**src/rtl/pc_return_stack.sv**
```systemverilog
`default_nettype none
// ============================================================================
// Module   : pc_return_stack
// Purpose  : PC register with a hardware return-address stack for CALL/RET.
//            Optional circular stack behaviour when PC_STACK_CIRC_EN is defined.
// Revision : 1.0 - initial release
// ============================================================================
module pc_return_stack #(
   parameter int               WIDTH      = 10,
   parameter int               DEPTH      = 8,
   parameter logic [WIDTH-1:0] RESET_ADDR = '0
) (
   input  logic             clk,
   input  logic             rst_n,
   input  logic [WIDTH-1:0] din,
   input  logic             pc_ld,
   input  logic             pc_inc,
   input  logic             push,
   input  logic             pop,
   output logic [WIDTH-1:0] pc_count,
   output logic [WIDTH-1:0] from_stack,
   output logic             stk_full,
   output logic             stk_empty,
   output logic             stk_err
);

   localparam int             c_cw    = $clog2(DEPTH + 1);
   localparam int             c_spw   = $clog2(DEPTH);
   localparam logic [c_cw-1:0] c_depth = c_cw'(DEPTH);

   logic [WIDTH-1:0] r_mem [DEPTH];
   logic [WIDTH-1:0] r_pc;
   logic [c_spw-1:0] r_sp;
   logic [c_cw-1:0]  r_count;
   logic             r_err;

   logic             w_full;
   logic             w_empty;
   logic             w_push_only;
   logic             w_pop_only;
   logic             w_mem_wr;
   logic [WIDTH-1:0] w_ret_addr;
   logic [c_spw-1:0] w_top_idx;

   assign w_full      = (r_count == c_depth);
   assign w_empty     = (r_count == '0);
   assign w_push_only = push && !pop;
   assign w_pop_only  = pop && !push;
   assign w_ret_addr  = r_pc + 1'b1;
   assign w_top_idx   = r_sp - 1'b1;

`ifdef PC_STACK_CIRC_EN
   // A full stack overwrites its oldest slot; sp wraps naturally at DEPTH.
   assign w_mem_wr = w_push_only;
`else
   assign w_mem_wr = w_push_only && !w_full;
`endif

   // Stack contents are deliberately left out of reset.
   always_ff @(posedge clk) begin
      if (rst_n && w_mem_wr) begin
         r_mem[r_sp] <= w_ret_addr;
      end
   end

   always_ff @(posedge clk) begin
      if (!rst_n) begin
         r_pc    <= RESET_ADDR;
         r_sp    <= '0;
         r_count <= '0;
         r_err   <= 1'b0;
      end else begin
         if (pc_ld) begin
            r_pc <= din;
         end else if (pc_inc) begin
            r_pc <= r_pc + 1'b1;
         end

         if (push && pop) begin
            r_err <= 1'b1;
         end else if (w_push_only) begin
            if (!w_full) begin
               r_sp    <= r_sp + 1'b1;
               r_count <= r_count + 1'b1;
            end else begin
`ifdef PC_STACK_CIRC_EN
               r_sp <= r_sp + 1'b1;
`else
               r_err <= 1'b1;
`endif
            end
         end else if (w_pop_only) begin
            if (!w_empty) begin
               r_sp    <= r_sp - 1'b1;
               r_count <= r_count - 1'b1;
            end else begin
               r_err <= 1'b1;
            end
         end
      end
   end

   assign pc_count   = r_pc;
   assign from_stack = w_empty ? '0 : r_mem[w_top_idx];
   assign stk_full   = w_full;
   assign stk_empty  = w_empty;
   assign stk_err    = r_err;

endmodule
`default_nettype wire

```
**config.mk**
```make
export PLATFORM = sky130hd
export DESIGN_NAME = pc_return_stack
export DESIGN_NICKNAME = d
export VERILOG_FILES = /design/src/rtl/pc_return_stack.sv
export SDC_FILE = /design/constraint.sdc
export NUM_CORES = 1
export LEC_CHECK = 0
export CELL_PAD_IN_SITES_DETAIL_PLACEMENT = 2
export CELL_PAD_IN_SITES_GLOBAL_PLACEMENT = 2
export CORE_MARGIN = 10
export CORE_UTILIZATION = 40
export CTS_CLUSTER_DIAMETER = 80
export DETAILED_ROUTE_END_ITERATION = 10
export DONT_BUFFER_PORTS = 1
export GPL_ROUTABILITY_DRIVEN = 0
export PLACE_DENSITY = 0.79
export RECOVER_POWER = 25
export SYNTH_ARGS = -nofsm -noshare
export SYNTH_HDL_FRONTEND = slang
export SYNTH_SLANG_ARGS = --single-unit
```
**constraint.sdc**
```tcl
create_clock -name clk -period 2.3 [get_ports clk]
set_clock_uncertainty 0.15 [all_clocks]
set_input_delay 0.345 -clock clk [delete_from_list [all_inputs] [get_ports clk]]
set_output_delay 0.345 -clock clk [all_outputs]
set_load 0.02 [all_outputs]
```
==> key figures, run 1 <==
Synth
  • Syn_nets: 326
  • Top cell type's share of synthesized area: 0.559
  • Synth Register Bits: 98
  • EDFF count, synth: 80
  • Adder-cell area share of the yosys netlist: 0.0262
  • Synth area leaders: edfxtp_1 56%, mux4_2 10%, dfxtp_1 8.4%
  • Post-Synthesis Cell Area: 4300 um2
  • Synth cell types: 36
  • Most common cell in the netlist: edfxtp_1
  • Register area share after synthesis: 0.643
  • Combinational family with the most area after synthesis: multiplexers
  • Synth area leader: edfxtp_1
  • Compound-Gate Fraction of Synth Area: 0.0498
  • Avg Cell Area, Syn: 14.3 um2
  • Post-synthesis mux area share: 0.123
  • Synth Instances: 301
  • Synth Area in Simple Gates: 0.0897
  • Share of flip-flops with an asynchronous set or reset: 0
  • Synth warnings: 0
  • Synth cell count leaders: 80 x edfxtp_1, 33 x nand2_1, 23 x a21oi_1, 22 x nor2_1, 20 x mux4_2
  • Top FF cell, synth: edfxtp_1
  • XOR/XNOR Fraction of Synth Area: 0.0425

Layout
  • ANT cells: 0
  • Nets: 372
  • Area Overhead vs Synth: 22.4%
  • Post-Layout Cell Count: 488
  • Fin util: 0.505
  • Share of cells above drive strength 1: 0.318
  • Layout fillers: 988

Worst setup path
  • Worst r2r src: r_count[0]
  • Reg-to-reg critical path endpoint: r_mem[5][0]
  • CP max stage delay: 0.39 ns
  • Critical Path Fanout Max: 5
  • CP top delay family: flip-flops
  • CP max stage cell: dfxtp_4
  • Critical Path AT: 1.90 ns
  • Worst Path Buf+Inv: 3
  • Critical Path Start Type: flip-flop
  • Critical Path End Type: primary output
  • Worst Path Required: 1.80 ns
  • Crit Path Class: flip-flop to primary output
  • FF-to-FF path depth: 5
  • Flop2flop setup slack: 0.20 ns
  • CP Cell Sequence: inv_4, ha_4, buf_12, mux4_2, nand2_2, a21oi_2, buf_6

Die
  • Die H: 124 um
  • Die ar.: 15,300 um2
  • Die Wd: 124 um
  • Io pins: 39
  • Num rows: 37
  • Starting Density: 0.413
  • Core area: 10,400 um2

STA
  • Slew @ Worst Pin: 0.997 ns
  • RSZ-0062 raised after global routing: true
  • Setup WS post-layout: -0.0932 ns
  • Min cycle time layout: 2.39 ns
  • Final hold slack: 0.0148 ns
  • Setup Viol. Count Final: 7
  • Total negative slack: -0.469 ns
  • Slew headroom: 0.330
  • Final worst path period share: 1.04
  • Final-report hold violation count: 0
  • Slew Limit Fails: 0
  • Fmax: 418 MHz

Global routing
  • Total GRT Usage: 0.177
  • Initial antenna violation count: 0
  • Global-route wire length before repair: 19,700 um
  • Largest net degree at the start of global routing: 18
  • Total congestion overflow: 0
  • Vias in the first global route: 3,056

Detailed routing
  • Avg WL per Cell: 26.0 um
  • DRT iter0 DRCs: 175
  • DRC Markers: 0
  • Via Count: 2,666
  • Drt first pass iters: 4
  • ANT nets after route: 0
  • Post-Route WL: 12,700 um
  • Post-DR vias/cell: 5.46

Clocking
  • Htree depth: 3
  • Clock latency on the worst-skew pair: 0.38 ns
  • CTS tree: done
  • CTS max path bufs: 2
  • CTS sink cnt: 98
  • CTS Buf Count: 9
  • Root Driver: clkbuf_8
  • Clock Pin Slew Worst Setup and Hold Paths: 0.10 ns

Place
  • Cells after DPL: 457
  • Hpwl dp: 8700 um
  • I/O Buffers: 0

Hold path
  • Hold path startpoint: pc_ld
  • Worst hold path depth: 2
  • Hold Path Class: input port to flip-flop
  • Hold endpoint: pc_count[9]

Outcome
  • Status: finished with violations
  • Failing checks: negative setup slack

Power and ir drop
  • Pwr dens: 1340 nW/um2
  • Maximum vdd drop: 659 uV
  • Leak: 1.82 nW

Run
  • Max cap viols: 0
[final cells by class]
type / count / area (um2) / area share
Clock inverter: 6 / 73.8 / 0.0140
Sequential cell: 98 / 2770 / 0.526
Multi-Input combinational cell: 177 / 1590 / 0.302
Timing Repair Buffer: 47 / 477 / 0.0906
Inverter: 14 / 55.1 / 0.0105
Clock buffer: 10 / 128 / 0.0243
Tap cell: 136 / 170 / 0.0324
[where the power goes]
group	switching [mW]	internal (mW)	total, mW
combinational	2.03	1.66	3.69
clock	0.661	0.519	1.18
sequential	0.144	2.06	2.20
[cell usage in the layout, fill, tap and decap left out, types with 2 or more instances in the layout]
cell,count
clkbuf_8,9
nand3_1,4
nor3_1,4
a21oi_1,13
dlygate4sd3_1,7
xor2_1,7
a21oi_2,2
o21ai_0,4
ha_1,8
buf_4,24
edfxtp_1,80
and3_1,3
mux2i_1,8
buf_12,6
o22ai_1,4
buf_6,6
clkinvlp_4,2
a21oi_4,8
inv_6,2
nor3_2,2
clkbuf_1,4
dfxtp_1,16
inv_1,12
nor2_1,21
nand2b_1,5
xnor2_1,12
mux4_2,20
nand2_1,16
nand2_2,17
nand4_1,3
[logic make-up (layout without fill, tap and decap cells)]
| group | Yosys count | count (layout) |
|---|---|---|
| AO/OA/AOI/OAI | 36 | 36 |
| XOR/XNOR | 20 | 20 |
| adder cells (fa/ha/maj) | 9 | 9 |
| multiplexers | 28 | 28 |
| AND/OR/NAND/NOR | 84 | 84 |
| buffers and inverters | 26 | 77 |
| flip-flops | 98 | 98 |
[worst reg2reg max path: stages (launching register included)]
cell and delay [ns]:
dfxtp_1 0.46, nor3_1 0.13, a211oi_2 0.34, nand2_1 0.21, nor2_1 0.25, buf_4 0.26
[state kept, by name, summed over array words and instances (netlist names)]
register / count
pc_count: 10
r_mem: 80
r_sp: 3
r_count: 4
stk_err: 1
[stage by stage]
step	instance area (um2)	setup WS (ns)	power [mW]
2_1_floorplan	4410	-0.0257	4.32
3_3_place_gp	4770	0.252	5.13
3_5_place_dp	4770	0.109	5.23
4_1_cts	5280	-0.0951	7.20
5_1_grt	5260	-0.138	7.43
6_report	5260	-0.0932	7.07
[per-layer routing]
metal	global-route usage	share of wire	up-vias
met5	0	0	-
met4	0.0480	0.021	0
met3	0.0462	0.044	20
met2	0.305	0.51	55
met1	0.213	0.43	1391
li1	-	-	1200
[worst max path at each step]
stage | start | cells past startpoint | endpoint
6_report | r_sp[0] | 7 | from_stack[9]
5_1_grt | r_sp[0] | 7 | from_stack[9]
4_1_cts | r_sp[0] | 7 | from_stack[6]
3_5_place_dp | pop | 7 | r_mem[5][8]
3_3_place_gp | r_sp[0] | 7 | from_stack[9]
2_1_floorplan | r_sp[0] | 8 | from_stack[0]
[timing repair]
item / in CTS / in global routing
setup buffers: 6 / 1
pin swaps: 16 / 8
cloned: 2 / 0
endpoints found under the setup margin: 10 / 14
hold endpoints to repair: 8 / 0
hold buffers: 7 / 0
resized for setup: 33 / 6
Power figures use the tool's default switching activity.
==> run 2: changes to the inputs <==
- CORE_MARGIN: 10 -> 2
- CORE_UTILIZATION: 40 -> 45
- PLACE_DENSITY: 0.79 -> 0.84
- clock period: 2.3 -> 2.7 ns (I/O delays scaled with it)
==> run 2 against run 1 <==
Effect of this change:
- via count is 0.60% lower
- first-iteration DRC count is 23% lower
- wire length is 8.4% lower
- sequential cell count stayed put
- global-route usage is 6.1 points higher
- total power is 26% lower
- die area is 32% lower
- the flow now finishes without violations
- clock power is 17% lower
==> key figures, run 2 (synthesized netlist as in run 1, its figures left out) <==
Power and ir drop
  • Pwr dens: 1080 nW/um2 (-20%)
  • Maximum vdd drop: 554 uV (-16%)
  • Pwr Total: 5.22 mW (-26%)
  • Leak: 1.69 nW (-7.1%)

Hold path
  • Hold Path Class: input port to flip-flop
  • Hold path startpoint: rst_n

Layout
  • Post-Layout Cell Count: 463 (-5.1%)
  • Fin util: 0.525 (+0.0197)
  • Area Overhead vs Synth: 12.8%
  • Largest Register: r_mem
  • ANT cells: 0 (unchanged)
  • Commonest non-fill, non-tap cell in the layout: edfxtp_1
  • Layout fillers: 877 (-11%)
  • Fin area: 4850 um2 (-7.8%)
  • Most frequent cells in the layout: 80 x edfxtp_1, 33 x nand2_1, 24 x buf_4
  • Share of cells above drive strength 1: 0.195 (-0.124)
  • Max reg flops: 80 (unchanged)
  • Nets: 354 (-4.8%)

Place
  • Pre-CTS setup slack: 0.256 ns (+0.147 ns)
  • Post-DP Area: 4620 um2 (-3.1%)
  • Hpwl dp: 8320 um (-4.4%)
  • Cells after DPL: 446 (-2.4%)
  • I/O Buffers: 0 (unchanged)

Worst setup path
  • CP max stage delay: 0.40 ns (about the same)
  • CP max stage cell: dfxtp_4
  • Crit Path Class: flip-flop to primary output
  • Worst Path Buf+Inv: 3 (unchanged)
  • Critical Path End Type: primary output
  • Worst r2r src: pc_count[1]
  • CP top delay family: flip-flops
  • Critical Path Start Type: flip-flop
  • Critical Path AT: 2.02 ns (+0.12 ns)
  • Critical Path Fanout Max: 11 (+6)
  • Worst Path Required: 2.14 ns (+0.34 ns)
  • Worst Setup SP: r_sp[0]
  • CP Cell Sequence: inv_1, ha_4, buf_12, mux4_2, nand2_1, a21oi_1, buf_4

STA
  • Setup WS post-layout: 0.120 ns (+0.213 ns)
  • Slew headroom: 0.386 (+0.0553)
  • Slew @ Worst Pin: 0.915 ns (-0.0824 ns)
  • RSZ-0062 raised after global routing: false
  • Setup Viol. Count Final: 0 (-7)
  • Final hold slack: 0.0354 ns (+0.0206 ns)
  • Slew Limit Fails: 0 (unchanged)
  • Fmax: 388 MHz
  • Final-report hold violation count: 0 (unchanged)
  • Min cycle time layout: 2.58 ns
  • Total negative slack: 0 ns (+0.469 ns)
  • Final worst path period share: 0.956

Detailed routing
  • Post-Route WL: 11,600 um (-8.4%)
  • Avg WL per Cell: 25.1 um (-3.4%)
  • Via Count: 2,650 (-0.60%)
  • DRT iter0 DRCs: 135 (-23%)
  • Post-DR vias/cell: 5.72 (+4.8%)
  • DRC Markers: 0 (unchanged)
  • ANT nets after route: 0 (unchanged)
  • Drt first pass iters: 4 (unchanged)

Run
  • Max cap viols: 0 (unchanged)

Die
  • Starting Density: 0.465 (+0.0525)
  • Die Wd: 102 um (-18%)
  • Core area: 9240 um2 (-11%)
  • Die ar.: 10,300 um2 (-32%)
  • Num rows: 35 (-5.4%)
  • Die H: 102 um (-18%)
  • Io pins: 39 (unchanged)

Clocking
  • Clock latency on the worst-skew pair: 0.35 ns (-0.03 ns)
  • Htree depth: 3 (unchanged)
  • CTS max path bufs: 2 (unchanged)
  • Post-CTS Setup Bufs: 0 (-6)
  • Clock Pin Slew Worst Setup and Hold Paths: 0.09 ns (about the same)
  • CTS Buf Count: 9 (unchanged)
  • CTS sink cnt: 98 (unchanged)
  • Root Driver: clkbuf_8
  • CTS tree: done

Global routing
  • Largest net degree at the start of global routing: 22 (+4)
  • Total congestion overflow: 0 (unchanged)
  • Initial antenna violation count: 0 (unchanged)
  • Total GRT Usage: 0.238 (+0.0614)
  • Global-route wire length before repair: 17,600 um (-11%)
  • Vias in the first global route: 2,925 (-4.3%)

Outcome
  • Status: finished, final reports clean
-- run 2: changes by cell type in the layout (fill, tap and decap cells not counted), sizes merged --
cell,previous run,this run
clkbuf,13,16
clkinv,0,1
dlygate4sd3,7,0
buf,37,25
inv,17,15
clkinvlp,2,1
-- run 2: worst reg2reg max path, delay by kind of cell (launching register included) --
| family | cells | cell delay [ns] |
|---|---|---|
| XOR/XNOR | 1 | 0.59 |
| adder cells (fa/ha/maj) | 1 | 0.34 |
| buffers and inverters | 1 | 0.39 |
| flip-flops | 1 | 0.32 |
| AND/OR/NAND/NOR | 2 | 0.38 |
-- run 2: area by class of cell --
type	count	area (um2)	share of cell area
Sequential cell	98	2770	0.572
Multi-Input combinational cell	177	1420	0.293
Inverter	14	52.6	0.0108
Clock buffer	12	156	0.0323
Timing Repair Buffer	29	236	0.0488
Tap cell	129	161	0.0333
Clock inverter	4	48.8	0.0101
-- run 2: repair_timing --
| action | CTS | global route |
|---|---|---|
| pin swaps | 0 | 0 |
| resized for setup | 2 | 4 |
| setup endpoints to repair | 10 | 3 |
| cloned | 0 | 1 |
| hold buffers | 0 | 0 |
-- run 2: where the power goes --
group	switching (mW)	leakage (nW)	total (mW)	internal, mW
sequential	0.141	0.881	1.90	1.76
combinational	1.32	0.712	2.33	1.01
clock	0.499	0.102	0.984	0.485
total	1.96	1.69	5.22	3.25
-- run 2: final timing paths --
| kind | endpoint | slack, ns | cells after the start |
|---|---|---|---|
| hold reg to reg | r_count[2] | 0.36 | 2 |
| hold / removal | pc_count[6] | 0.04 | 2 |
| setup / recovery | from_stack[5] | 0.12 | 7 |
| setup reg to reg | r_mem[4][6] | 0.22 | 5 |
-- run 2: metal layers --
metal	GRT usage	wire length, um	share of wire	vias to the layer above
met5	0	0	0	-
met4	0.0811	214	0.018	0
met3	0.0352	468	0.040	14
met2	0.409	6050	0.52	73
met1	0.309	4890	0.42	1400
li1	-	-	-	1163
